$ cat src/rtl/run_detector.sv
// ----------------------------------------------------------------------------
// run_detector
//
// Purpose:
//   Run-length detector on a serial bit stream. Tracks the length and value
//   of the current run of equal enabled samples and raises a registered
//   detect flag once the run reaches RUN_LEN samples of a selected polarity.
//   A saturating counter records every detection, including overlapping
//   detections from samples beyond RUN_LEN.
//
// Parameters:
//   RUN_LEN       - samples in a run needed for a detection (2..255)
//   CNT_W         - width of match_count (>= 1)
//
// Ports:
//   clk           in   clock, all state updates on the rising edge
//   reset         in   synchronous active-high reset, highest priority
//   w             in   serial data bit, sampled only when en = 1
//   en            in   sample enable; run state and match_count hold when 0
//   mode[1:0]     in   00 either polarity, 01 ones only, 10 zeros only,
//                      11 detection disabled
//   z             out  registered detect flag
//   binaryoutput  out  current run length (0 = no sample since reset)
//   run_val       out  value of the current run
//   match_count   out  saturating detection count
// ----------------------------------------------------------------------------
module run_detector #(
    parameter int RUN_LEN = 4,
    parameter int CNT_W   = 8,
    localparam int RW     = $clog2(RUN_LEN + 1)
) (
    input  logic             clk,
    input  logic             reset,
    input  logic             w,
    input  logic             en,
    input  logic [1:0]       mode,
    output logic             z,
    output logic [RW-1:0]    binaryoutput,
    output logic             run_val,
    output logic [CNT_W-1:0] match_count
);

    localparam logic [RW-1:0] RUN_LEN_C = RW'(RUN_LEN);
    localparam logic [RW-1:0] ONE_C     = RW'(1);

    logic [RW-1:0]    run_len_q, run_len_d;
    logic             run_val_q, run_val_d;
    logic             z_q, z_d;
    logic [CNT_W-1:0] count_q, count_d;
    logic             mode_ok;

    // Run tracking: the run length saturates at RUN_LEN so that every extra
    // equal sample keeps the detect condition true and counts again.
    always_comb begin
        run_len_d = run_len_q;
        run_val_d = run_val_q;
        if (en) begin
            if (run_len_q == '0) begin
                // First sample after reset starts a run.
                run_len_d = ONE_C;
                run_val_d = w;
            end else if (w == run_val_q) begin
                if (run_len_q != RUN_LEN_C) begin
                    run_len_d = run_len_q + ONE_C;
                end
            end else begin
                run_len_d = ONE_C;
                run_val_d = w;
            end
        end
    end

    // Polarity filter, evaluated on the run value that will be registered.
    always_comb begin
        mode_ok = 1'b0;
        case (mode)
            2'b00:   mode_ok = 1'b1;
            2'b01:   mode_ok = run_val_d;
            2'b10:   mode_ok = ~run_val_d;
            default: mode_ok = 1'b0;
        endcase
    end

    // z is recomputed every cycle, so a mode change while en = 0 still moves
    // z; the counter only advances on enabled cycles.
    always_comb begin
        z_d     = (run_len_d == RUN_LEN_C) && mode_ok;
        count_d = count_q;
        if (en && z_d && (count_q != '1)) begin
            count_d = count_q + CNT_W'(1);
        end
    end

    always_ff @(posedge clk) begin
        if (reset) begin
            run_len_q <= '0;
            run_val_q <= 1'b0;
            z_q       <= 1'b0;
            count_q   <= '0;
        end else begin
            run_len_q <= run_len_d;
            run_val_q <= run_val_d;
            z_q       <= z_d;
            count_q   <= count_d;
        end
    end

    assign z            = z_q;
    assign binaryoutput = run_len_q;
    assign run_val      = run_val_q;
    assign match_count  = count_q;

endmodule

$ cat config.mk
export PLATFORM = sky130hd
export DESIGN_NAME = run_detector
export DESIGN_NICKNAME = d
export VERILOG_FILES = /design/src/rtl/run_detector.sv
export SDC_FILE = /design/constraint.sdc
export NUM_CORES = 1
export LEC_CHECK = 0
export CAP_MARGIN = 20
export CORE_MARGIN = 3
export CORE_UTILIZATION = 32
export CTS_CLUSTER_SIZE = 8
export DETAILED_ROUTE_END_ITERATION = 16
export SETUP_SLACK_MARGIN = 0.2
export SYNTH_ARGS = -nofsm -noshare
export SYNTH_HDL_FRONTEND = slang
export SYNTH_SLANG_ARGS = --single-unit
$ cat constraint.sdc
create_clock -name clk -period 6.01 [get_ports clk]
set_input_delay 1.5025 -clock clk [delete_from_list [all_inputs] [get_ports clk]]
set_output_delay 1.5025 -clock clk [all_outputs]
set_load 0.005 [all_outputs]
---- Word level (Yosys, flattened, before mapping) ----
Cells that the tools add are included.
storage, ports and cells
  register bits after elaboration ......... 13
  bits of input ports ..................... 6
  output and inout port bits .............. 13
operators by class
  add/subtract/negate cells ............... 2
  equality and inequality tests ........... 6
  mux-type cells .......................... 8
  bitwise operators ....................... 1
  reduce and logical (&&, ||, !) cells .... 5
operator list
  kind                                                 count
  2-to-1 mux 3 bit                                     4
  adder 8 x 1 -> 8 bit, second input constant          1
  inequality test 8 bit, second input constant         1
  adder 3 x 1 -> 3 bit, second input constant          1
  equality test 3 bit, second input constant           1
  logical AND 1 bit                                    3
  logical NOT 3 bit                                    1
  2-to-1 mux 1 bit                                     3
  inequality test 3 bit, second input constant         1
  case mux 1 bit (3 select lines)                      1
  equality test 2 x 1 -> 1 bit, second input constant  1
  equality test 2 bit, second input constant           1
  logical NOT 2 bit                                    1
  equality test 1 bit                                  1
  inverter 1 bit                                       1

---- Depth between registers and ports, before layout ----
Gate-level depths: netlist (run 1).
  depth in word-level cells ............... 9
  mapped depth ............................ 8

---- Worst setup path after synthesis (run 1) ----
OpenSTA, ideal clock, no wires.
  kind .................................... input -> register
  start point ............................. in en
  end point ............................... reg count_q[4], in the netlist match_count[4]
  arrival ................................. 2,814 ps
  required time ........................... 5,889 ps
  path slack .............................. 3,074 ps
  stages .................................. 6
  buffers on the path ..................... 1
  cell sequence ........................... mux2i_1 mux2i_1 o211ai_2 buf_6 nor4_4 mux2_4
on the way
  cells in the longest elaborated chain, start to end .. 6
  elaborated cells between the ends (all ways) .. 8
  classes of those cells .................. 1 x eq/ne; 3 x mux; 1 x bitwise; 3 x reduce/logical
ends and longest elaborated chain
  element                             RTL line  text
  start: declaration                  35        input logic en,
  2-to-1 mux 1 bit                    57        if (en) begin
  inverter 1 bit                      79        2'b10: mode_ok = ~run_val_d;
  case mux 1 bit (3 select lines)     76        case (mode)
  logical AND 1 bit                   87        z_d = (run_len_d == RUN_LEN_C) && mode_ok;
  logical AND 1 bit (*) (2 in a row)  89        if (en && z_d && (count_q != '1)) begin
  end signal: assignment              104       count_q <= count_d;
  end: declaration                    49        logic [CNT_W-1:0] count_q, count_d;
Mark *: on every way between the ends. The rest lies on a longest branch, timed or not.
A chain may end at the register's enable or synchronous reset.

---- Final worst setup path (run 1) ----
  start point ............................. in en
  end point ............................... reg count_q[0], in the netlist match_count[0]
The elaborated chain is that of the path after synthesis.

==> metrics.cfg, run 1 <==
[outcome]
outcome=finished clean

[clock_tree]
clock-sinks=13
cts.path.max_buffers=2
insertion_delay_ns=0.28
postCtsSetupBuffers=0
hold_buffers=0
cts_root_buf=clkbuf_4
ctsResizeCount=0
path_clk_slew_ns=0.07
h-tree-depth=1
cts_made_buffers=3
cts_tree=yes

[floorplan]
die_w_um=55.2
die_area_sq_mm=0.00305
core_sq_mm=0.00225
initial_core_util=0.344
fp-row-count=17
io_pins=19
die_y_um=55.2

[timing]
worst_slew_pin_slew_ns=0.825
setup_viol=0
hold_viol=0
max_freq_mhz=289
fin_skew_ns=0.00407
fin_crit_ns=3.47
worst_slack_ns=2.54
rsz0062_at_grt=false
relSlewSlack=0.448
finalCritPeriodShare=0.577
drv_slew=0
fin_tns_setup_ns=0

[logic_synthesis]
async_flop_share=0
synth.most_common_cell=dfxtp_1
synth_top_cell_by_area=dfxtp_1
synth.top_cell.area_share=0.336
synth-edff-count=0
synth_common_cells=dfxtp_1 (13), nor2_1 (6), a21oi_1 (4), inv_1 (4), nor3_1 (4)
synth-seq-cells=13
ys_types=37
synth_area_leaders=dfxtp_1 (34%), mux2_4 (5.8%), ha_1 (4.8%)
syn-instance-count=81
synth_area_per_cell_sq_um=9.56
yosysSeqAreaShare=0.336
synth_area_sq_um=774
synth_warnings=0
synth-main-ff-cell=dfxtp_1
synth_fp_nets=90

[routing]
drc=0
ant_nets=0
drt_wl_total_um=1600
via_per_inst=5.34
vias=684
wl_per_cell_um=12.5
drt_first_pass_iters=5
drtIter0Drc=15

[grt]
grt_pass1_wl_um=2640
grt_usage=0.122
antenna_found_initial=0
grt_overflow_total=0
grt_start_max_net_pins=18
grt_pass1_vias=633

[final_layout]
n_fill_cell=238
area_growth_pct=28.6
layout.nets=110
layout.cells.non_filler=128
final_layout_size_suffix_gt1_frac=0.140
diodes=0
fin_util=0.442

[placed_design]
numPortBuffers=18
dpl.hpwl_um=1190
gp_congestion=0.760
place_ws_ns=2.25
post-place-cells=124

[hold_path]
hp-class=flip-flop to flip-flop

[worst_setup_path]
slowest_delay_ns=0.60
critPathRequiredTime_ns=6.21
crit_fanout=13
endpoint_kind=flip-flop
crit_slowest_cell=clkdlybuf4s50_1
crit_type=input pin to flip-flop
crit_arrival_ns=3.66
worstPathCellList=clkdlybuf4s50_1, mux2i_1, mux2i_1, o211ai_2, or4_1, a21oi_1
cp_common_cell=mux2i_1
critPathLaunchType=input pin

[power_and_ir_drop]
total_power_mw=0.163
ir_drop_uv=103
power.leakage_nw=0.345
power.density_mw_per_mm2=164

[run]
max-cap-violations=0

[placed cells by master, fill, tap and decap left out, types with 2 or more instances in the layout]
master,netlist,routed
clkdlybuf4s50_1,0,18
dfxtp_1,13,13
nor2_1,6,6
inv_1,4,4
nor3_1,4,4
a21oi_1,4,4
nand3b_1,3,3
mux2i_1,3,3
o31ai_1,3,3
or4_1,3,3
nor2b_1,3,3
mux2_4,3,3
ha_1,3,3
clkbuf_4,0,3
nand3_1,2,2
nand2_1,2,2
nor3_2,2,2
nand2b_1,2,2
[layer usage]
layer  wire [um]  vias up  GRT usage
met5           0        -          0
met4           5        0     0.0121
met3         116        2     0.0563
met2         769       24      0.209
met1         712      318      0.143
li1            -      340          -
[final cells by class]
| cell class | count | area [sq um] | area share |
|---|---|---|---|
| well taps | 28 | 35.0 | 0.0352 |
| flip-flops and latches | 13 | 260 | 0.261 |
| inverters | 4 | 15.0 | 0.0151 |
| multi-input cells | 61 | 479 | 0.481 |
| repair buffers | 18 | 180 | 0.181 |
| clock buffers | 4 | 26.3 | 0.0264 |
[per-stage QoR]
step	cell area [sq um]	hold slack (ns)
6_report	996	0.513
5_1_grt	996	0.536
2_1_floorplan	774	0.487
3_5_place_dp	970	0.502
3_3_place_gp	970	0.500
4_1_cts	996	0.518
[registers in the layout (all words and copies together) (netlist names)]
register / count
match_count: 8
z: 1
binaryoutput: 3
run_val: 1
[worst max-delay path: cells and delay by family]
family / cells / cell delay [ns]
multiplexers: 2 / 0.53
AO/OA/AOI/OAI: 2 / 0.44
AND/OR/NAND/NOR: 1 / 0.59
buffers and inverters: 1 / 0.60
[final timing paths]
path / slack (ns) / endpoint / startpoint / cells past startpoint
setup reg to reg: 3.71 / match_count[0] / binaryoutput[0] / 7
hold / removal: 0.51 / match_count[1] / match_count[1] / 2
hold reg to reg: 0.51 / match_count[1] / match_count[1] / 2
setup / recovery: 2.54 / match_count[0] / en / 6
[power breakdown]
part	total (mW)	switching (mW)	internal, mW
Clock	0.0540	0.0282	0.0257
Sequential	0.0884	0.00123	0.0871
Combinational	0.0206	0.0111	0.00950
Total	0.163	0.0406	0.122
[kinds of logic after synthesis]
kind of cell	synth area share
fa+ha+maj	0.0485
flops	0.336
buf+inv	0.0452
compound gates	0.152
simple gates	0.299
xor+xnor	0.0226
mux	0.0969
Note: power is estimated with default switching activity, not from simulation.
==> run 2: changes to the inputs <==
Clock period 6.01 ns to 3.4 ns, I/O delays scaled along.
==> run 2 against run 1 <==
  * Clock skew down 0.0035 ns
  * Highest routed layer unchanged
  * Sequential share of layout area shrank 0.20 points
  * Critical path depth did not move
  * Hold slack better by 0.0016 ns
  * Combinational power rose by 83%
  * Clock power grew 80%
  * Critical endpoint unchanged
==> metrics.cfg, run 2 (same netlist as run 1, synthesis figures left out) <==
[outcome]
outcome=finished clean  ; unchanged

[hold_path]
hp-class=flip-flop to flip-flop  ; unchanged

[timing]
worst_hold_slack_ns=0.515  ; was 0.513 ns
finalCritPeriodShare=0.833
fin_crit_ns=2.83
worst_slack_ns=0.569  ; was 2.54 ns
drv_slew=0  ; unchanged
hold_viol=0  ; unchanged
worst_slew_pin_slew_ns=0.641  ; was 0.825 ns
relSlewSlack=0.571  ; was 0.448
setup_viol=0  ; unchanged
fin_skew_ns=0.000560  ; was 0.00407 ns
fin_tns_setup_ns=0  ; unchanged
rsz0062_at_grt=false  ; unchanged
max_freq_mhz=353

[clock_tree]
cts.path.max_buffers=2  ; unchanged
ctsResizeCount=0  ; unchanged
h-tree-depth=1  ; unchanged
postCtsSetupBuffers=0  ; unchanged
hold_buffers=0  ; unchanged
insertion_delay_ns=0.28  ; about the same
path_clk_slew_ns=0.08  ; was 0.07 ns
cts_root_buf=clkbuf_4  ; unchanged
cts_tree=yes  ; unchanged
clock-sinks=13  ; unchanged
cts_made_buffers=3  ; unchanged

[final_layout]
mostFrequentLayoutCell=clkdlybuf4s50_1  ; unchanged
diodes=0  ; unchanged
layout.cells.non_filler=129  ; was 128
layout.nets=111  ; was 110
n_fill_cell=243  ; was 238
layout_common_cells=clkdlybuf4s50_1 (18), dfxtp_1 (13), nor2_1 (6)  ; unchanged
final_layout_size_suffix_gt1_frac=0.149  ; was 0.140
multiInputGateArea_sq_um=479  ; unchanged
seqCellArea_sq_um=260  ; unchanged
area_growth_pct=29.6  ; was 28.6%
largest_reg_flops=8  ; unchanged

[worst_setup_path]
cp_common_cell=mux2i_1  ; unchanged
endpoint_kind=flip-flop  ; unchanged
critPathLaunchType=input pin  ; unchanged
worstPathCellList=clkdlybuf4s50_1, mux2i_1, mux2i_1, o211ai_2, or4_1, a21oi_1  ; unchanged
crit_type=input pin to flip-flop  ; unchanged
slowest_delay_ns=0.61  ; was 0.60 ns
crit_slowest_cell=clkdlybuf4s50_1  ; unchanged
cp_top_family=buffers and inverters  ; unchanged
crit_fanout=13  ; unchanged
critPathBufInv=1  ; unchanged
crit_arrival_ns=3.03  ; was 3.66 ns
critPathRequiredTime_ns=3.60  ; was 6.21 ns
reg2reg_slack_ns=1.07  ; was 3.71 ns

[run]
max-cap-violations=0  ; unchanged

[placed_design]
gp_congestion=0.757  ; was 0.760
post-place-cells=125  ; was 124
dpl.hpwl_um=1210  ; was 1190 um
place_ws_ns=0.277  ; was 2.25 ns
numPortBuffers=18  ; unchanged

[power_and_ir_drop]
power.density_mw_per_mm2=290  ; was 164 mW/mm^2
ir_drop_uv=177  ; was 103 uV
power.leakage_nw=0.350  ; was 0.345 nW

[routing]
drtIter0Drc=5  ; was 15
wl_per_cell_um=12.9  ; was 12.5 um
ant_nets=0  ; unchanged
drt_first_pass_iters=4  ; was 5
vias=683  ; was 684
drt_wl_total_um=1660  ; was 1600 um
drc=0  ; unchanged
via_per_inst=5.29  ; was 5.34

[floorplan]
io_pins=19  ; unchanged
die_w_um=55.2  ; unchanged
die_y_um=55.2  ; unchanged
fp-row-count=17  ; unchanged
core_sq_mm=0.00225  ; unchanged
initial_core_util=0.344  ; unchanged
die_area_sq_mm=0.00305  ; unchanged

[grt]
grt_overflow_total=0  ; unchanged
grt_pass1_wl_um=2640  ; unchanged
antenna_found_initial=0  ; unchanged
grt_start_max_net_pins=18  ; unchanged
grt_pass1_vias=631  ; was 633
grt_usage=0.119  ; was 0.122

run 2: worst register-to-register path: stages (launching register included):
cell and delay, ns:
dfxtp_1 0.42, inv_1 0.07, ha_1 0.26, nand3b_1 0.20
xnor2_1 0.23, o211ai_2 0.33, or4_1 0.58, a21oi_1 0.16
run 2: power by group:
group	switching, mW	total (mW)	internal [mW]
sequential	0.00221	0.156	0.154
clock	0.0517	0.0972	0.0455
combinational	0.0197	0.0378	0.0181
run 2: metrics by stage:
stage	cell area [sq um]	total power, mW	utilization
floorplan	774	0.181	-
global placement	977	0.197	0.433
detailed placement	977	0.198	0.433
CTS	1000	0.296	0.445
global route	1000	0.305	0.445
finish	1000	0.291	0.445
run 2: path summary, 6_finish.rpt:
| kind | from | to | depth (start not counted) |
|---|---|---|---|
| setup reg to reg | binaryoutput[0] | match_count[0] | 7 |
| hold / removal | match_count[1] | match_count[1] | 2 |
| setup / recovery | en | match_count[0] | 6 |
| hold reg to reg | match_count[1] | match_count[1] | 2 |
run 2: final cells by class:
class / count / share of cell area
clock buffer: 4 / 0.0262
sequential: 13 / 0.259
timing repair buffer: 19 / 0.187
inverter: 4 / 0.0150
tap: 28 / 0.0349
multi-input combinational: 61 / 0.478
run 2: per-layer routing:
layer  routed length, um  track usage  vias up  share of wire
met5                   0            0        -              0
met4                   6       0.0121        0         0.0036
met3                  88       0.0509        2          0.053
met2                 815        0.203       18           0.49
met1                 749        0.144      323           0.45
li1                    -            -      340              -
